`src/rtl/ecdsa_csr_axil_slave.sv`:
```
// AXI4-Lite register block for the ECDSA core: COMMAND, argument table bases/counts and spares.
// Reg 0 writes raise cmd_pulse; reads of reg 0 return live core status instead of the stored value.
module ecdsa_csr_axil_slave #(
    parameter int ADDR_W = 12,
    parameter int NREGS  = 8
) (
    input  logic                  clk,
    input  logic                  rst,
    input  logic [ADDR_W-1:0]     s_axi_csrs_awaddr,
    input  logic                  s_axi_csrs_awvalid,
    output logic                  s_axi_csrs_awready,
    input  logic [31:0]           s_axi_csrs_wdata,
    input  logic [3:0]            s_axi_csrs_wstrb,
    input  logic                  s_axi_csrs_wvalid,
    output logic                  s_axi_csrs_wready,
    output logic [1:0]            s_axi_csrs_bresp,
    output logic                  s_axi_csrs_bvalid,
    input  logic                  s_axi_csrs_bready,
    input  logic [ADDR_W-1:0]     s_axi_csrs_araddr,
    input  logic                  s_axi_csrs_arvalid,
    output logic                  s_axi_csrs_arready,
    output logic [31:0]           s_axi_csrs_rdata,
    output logic [1:0]            s_axi_csrs_rresp,
    output logic                  s_axi_csrs_rvalid,
    input  logic                  s_axi_csrs_rready,
    output logic [NREGS*32-1:0]   csr_regs,
    output logic                  cmd_pulse,
    input  logic [31:0]           status_in
);

    localparam logic [1:0] RESP_OKAY   = 2'b00;
    localparam logic [1:0] RESP_SLVERR = 2'b10;

    typedef enum logic [1:0] {W_IDLE, W_ACK, W_RESP} w_state_t;
    typedef enum logic [1:0] {R_IDLE, R_ACK, R_DATA} r_state_t;

    w_state_t w_state, w_state_next;
    r_state_t r_state, r_state_next;

    logic [NREGS-1:0][31:0] regs;
    logic [31:0]            w_idx;
    logic [31:0]            r_idx;
    logic                   w_in_range;
    logic                   r_in_range;
    logic [31:0]            rd_word;
    logic                   unused_addr_bits;

    assign unused_addr_bits = ^{s_axi_csrs_awaddr[1:0], s_axi_csrs_araddr[1:0]};

    always_comb begin
        w_idx      = 32'(s_axi_csrs_awaddr[ADDR_W-1:2]);
        r_idx      = 32'(s_axi_csrs_araddr[ADDR_W-1:2]);
        w_in_range = w_idx < 32'(NREGS);
        r_in_range = r_idx < 32'(NREGS);
        csr_regs   = regs;
    end

    // Reg 0 is never read back; the read port shows core status in its place.
    always_comb begin
        rd_word = '0;
        if (r_idx == 32'd0) begin
            rd_word = status_in;
        end else begin
            for (int unsigned k = 1; k < NREGS; k++) begin
                if (r_idx == k) rd_word = regs[k];
            end
        end
    end

    always_ff @(posedge clk or posedge rst) begin
        if (rst) begin
            w_state <= W_IDLE;
            r_state <= R_IDLE;
        end else begin
            w_state <= w_state_next;
            r_state <= r_state_next;
        end
    end

    always_comb begin
        w_state_next = w_state;
        case (w_state)
            W_IDLE:  if (s_axi_csrs_awvalid && s_axi_csrs_wvalid) w_state_next = W_ACK;
            W_ACK:   w_state_next = W_RESP;
            W_RESP:  if (s_axi_csrs_bready) w_state_next = W_IDLE;
            default: w_state_next = W_IDLE;
        endcase
    end

    always_comb begin
        r_state_next = r_state;
        case (r_state)
            R_IDLE:  if (s_axi_csrs_arvalid) r_state_next = R_ACK;
            R_ACK:   r_state_next = R_DATA;
            R_DATA:  if (s_axi_csrs_rready) r_state_next = R_IDLE;
            default: r_state_next = R_IDLE;
        endcase
    end

    always_comb begin
        s_axi_csrs_awready = (w_state == W_ACK);
        s_axi_csrs_wready  = (w_state == W_ACK);
        s_axi_csrs_bvalid  = (w_state == W_RESP);
        s_axi_csrs_arready = (r_state == R_ACK);
        s_axi_csrs_rvalid  = (r_state == R_DATA);
    end

    // Register file, responses and command pulse all update on the ACK edge of their FSM.
    always_ff @(posedge clk or posedge rst) begin
        if (rst) begin
            regs             <= '0;
            cmd_pulse        <= 1'b0;
            s_axi_csrs_bresp <= RESP_OKAY;
            s_axi_csrs_rresp <= RESP_OKAY;
            s_axi_csrs_rdata <= '0;
        end else begin
            cmd_pulse <= 1'b0;
            if (w_state == W_ACK) begin
                s_axi_csrs_bresp <= w_in_range ? RESP_OKAY : RESP_SLVERR;
                cmd_pulse        <= w_in_range && (w_idx == 32'd0);
                for (int unsigned k = 0; k < NREGS; k++) begin
                    if (w_idx == k) begin
                        for (int unsigned b = 0; b < 4; b++) begin
                            if (s_axi_csrs_wstrb[b]) regs[k][8*b +: 8] <= s_axi_csrs_wdata[8*b +: 8];
                        end
                    end
                end
            end
            if (r_state == R_ACK) begin
                s_axi_csrs_rdata <= rd_word;
                s_axi_csrs_rresp <= r_in_range ? RESP_OKAY : RESP_SLVERR;
            end
        end
    end

endmodule
```
`config.mk`:
```
export PLATFORM = sky130hd
export DESIGN_NAME = ecdsa_csr_axil_slave
export DESIGN_NICKNAME = d
export VERILOG_FILES = /design/src/rtl/ecdsa_csr_axil_slave.sv
export SDC_FILE = /design/constraint.sdc
export NUM_CORES = 1
export LEC_CHECK = 0
export CAP_MARGIN = 20
export CORE_MARGIN = 2
export CORE_UTILIZATION = 50
export DETAILED_ROUTE_END_ITERATION = 10
export GPL_ROUTABILITY_DRIVEN = 0
export PLACE_DENSITY = 0.95
export SYNTH_ARGS = -nofsm -noshare
export SYNTH_HDL_FRONTEND = slang
export SYNTH_SLANG_ARGS = --single-unit
export TNS_END_PERCENT = 100
```
`constraint.sdc`:
```
create_clock -name clk -period 27.1 [get_ports clk]
set_input_delay 4.065 -clock clk [delete_from_list [all_inputs] [get_ports clk]]
set_output_delay 4.065 -clock clk [all_outputs]
set_load 0.03 [all_outputs]
```
==> key figures <==
Outcome
  • Status: complete, no violations

STA
  • Fmax: between 100 and 150 MHz
  • Fin crit share: 0.267
  • Worst-Margin Slew: about 1100 ps
  • Setup TNS: 0 ps
  • Max-slew violation count: 0
  • Min Clock Period, post-route: about 7200 ps
  • Final setup violation count: 0
  • Final hold slack: 451 ps
  • Relative slew slack: 0.246
  • Worst Skew: about 10 ps
  • Final Hold Fails: 0
  • RSZ-0062 raised after global routing: false

Final layout
  • Area Growth Syn to Fin: 38.3%
  • Post-Layout Cell Count: 1801
  • Fraction of layout cells with a size suffix above 1: 0.245
  • Most common cell after layout, fill and taps aside: clkdlybuf4s50_1
  • Final Util: 0.697
  • NumNets Final: 1534
  • FILL cells: around 1800
  • Most frequent cells in the layout: clkdlybuf4s50_1, dfrtp_1, mux2_2

Drt
  • Total Wirelength: 49400 um
  • Drt first pass iters: 5
  • DRC viols: 0
  • Via/cell ratio: between 6 and 7
  • Routed Antenna Nets: 0
  • Routed WL per cell: roughly 27 um
  • 1st-iter DRT viols: 1173
  • Total number of vias: roughly 11000

Placed design
  • Dpl hpwl: between 30000 and 40000 um
  • IO Port Bufs: a little under 400
  • Post-Place Cells: approximately 1700

Setup path
  • Worst path arrival time: 3180 ps
  • Crit path launch type: register
  • Max FO, Critical Path: 63
  • Worst Setup End Kind: output port
  • Worst Path Required: 23030 ps
  • Crit path kind: register to output port

Floorplan
  • IO Pins: 397
  • DIE AREA: approximately 28000 sq um
  • Core area: 26700 sq um
  • Die W: between 150 and 200 um
  • Starting Density: 0.504
  • Die Span Y: between 150 and 200 um
  • FP Rows: 60

Global routing
  • First-pass GRT wire length: 73200 um
  • Met3 Usage GRT: 0.0799
  • Top Usage Layer GRT: met2
  • Vias in the first global route: approximately 12000
  • Total grt overflow: 0
  • Initial antenna violation count: 1
  • Total GRT Usage: 0.342
  • Global Route met2 Usage: 0.588
  • Met1 global-route usage: 0.408
  • Pin count of the biggest net entering global routing: 163

Pwr
  • Total leakage power: 8.37 nW
  • Tot Pwr: approximately 1.2 mW
  • VDD IR-drop max: between 0.05 and 0.06 mV
  • Power density over cell area: between 60 and 70 nW/um^2

Clock tree
  • Post-CTS sizing: 0
  • Clk sink count: ~300
  • Root buffer cell: clkbuf_16
  • H-tree depth: 1
  • Max Root-Sink Buffers: 3
  • # hold bufs at CTS: 0
  • Clock Latency Late Sink: between 500 and 600 ps
  • TritonCTS Buffers: 31
  • CTS clock-pin slew for the worst setup and hold paths: ~60 ps
  • Post-CTS setup buffer count: 0
  • CTS tree: done

Job
  • Max cap viols: 0

Synthesis
  • FFs w/ async S/R, synth: 1.00
  • Yosys top cell by area: dfrtp_1
  • Cell count after synthesis: about 1100
  • Synth warnings: 0
  • Post-synth cell types: 44
  • Post-Syn Area: 13500 sq um
  • Post-synth EDFFs: 0
  • Primary FF master, synth: dfrtp_1
  • Synth Area per Inst: 12.5 sq um
  • Synth top area share: 0.548
  • Sequential area share after synthesis: 0.548
  • Synth area leaders: dfrtp_1, mux2_2, mux2i_1
  • Synthesized flop and latch total: about 300

Min path
  • Worst hold path type: register to register
==> worst max-delay path, cell delays in order (launching register included) <==
cell and delay, ps:
dfrtp_1 380, nand2b_2 170, buf_4 350, inv_2 840, clkdlybuf4s50_1 830
==> where the power goes <==
group          total, mW  internal (mW)  switching (mW)
combinational      0.241         0.0901           0.151
clock              0.425          0.242           0.183
sequential         0.485          0.468          0.0168
==> routing by layer <==
layer,routed length [um],vias up
li1,-,4679
met1,18000,5753
met2,24200,753
met3,4720,181
met4,2460,0
met5,0,-
==> metrics by stage <==
stage / setup slack, ps / cell area [sq um]
3_5_place_dp: 19870 / 17600
3_3_place_gp: 19810 / 17600
5_1_grt: 19840 / 18600
4_1_cts: 19910 / 18600
2_1_floorplan: 14890 / 13500
6_report: 19850 / 18600
==> sequential cells by signal (all words and copies together), names as in the netlist <==
register          cells
csr_regs            256
s_axi_csrs_rdata     32
r_state               2
w_state               2
cmd_pulse             1
s_axi_csrs_bresp      1
s_axi_csrs_rresp      1
==> worst paths after layout <==
check / depth (start not counted) / end / slack, ps / startpoint
setup / recovery: 4 / s_axi_csrs_arready / 19850 / r_state[1]
hold / removal: 1 / r_state[0] / 450 / r_state[1]
setup reg to reg: 4 / csr_regs[173] / 24050 / w_state[1]
hold reg to reg: 1 / r_state[0] / 450 / r_state[1]
max in group asynchronous: 3 / csr_regs[57] / 21550 / rst
min in group asynchronous: 2 / r_state[0] / 4060 / rst
==> synthesized netlist by cell type, drive strengths merged (14+ instances only) <==
library cell / instances
a211oi: 29
o221ai: 28
mux2i: 39
dfrtp: 295
a21oi: 44
buf: 25
o2111ai: 21
clkbuf: 53
inv: 28
o21ai: 40
a221o: 24
nor2b: 14
mux2: 258
nor2: 66
nand2: 34
nor3: 34
==> cells by family (layout without fill, tap and decap cells) <==
group                  Yosys count  count (layout)  synth area share
flip-flops                     295             295             0.548
multiplexers                   297             297             0.245
buffers and inverters          106             486            0.0332
other                            1               3          0.000278
AND/OR/NAND/NOR                178             178            0.0675
AO/OA/AOI/OAI                  201             201             0.106
==> final cells by class <==
class                      count  area (sq um)  area share
multi-input combinational    678          5690       0.305
antenna                        1          2.50    0.000134
timing repair buffer         401          4010       0.215
clock inverter                10          88.8     0.00477
sequential                   295          7380       0.396
tap                          341           427      0.0229
clock buffer                  47           916      0.0492
inverter                      28           113     0.00605
Note: power is estimated with default switching activity, not from simulation.
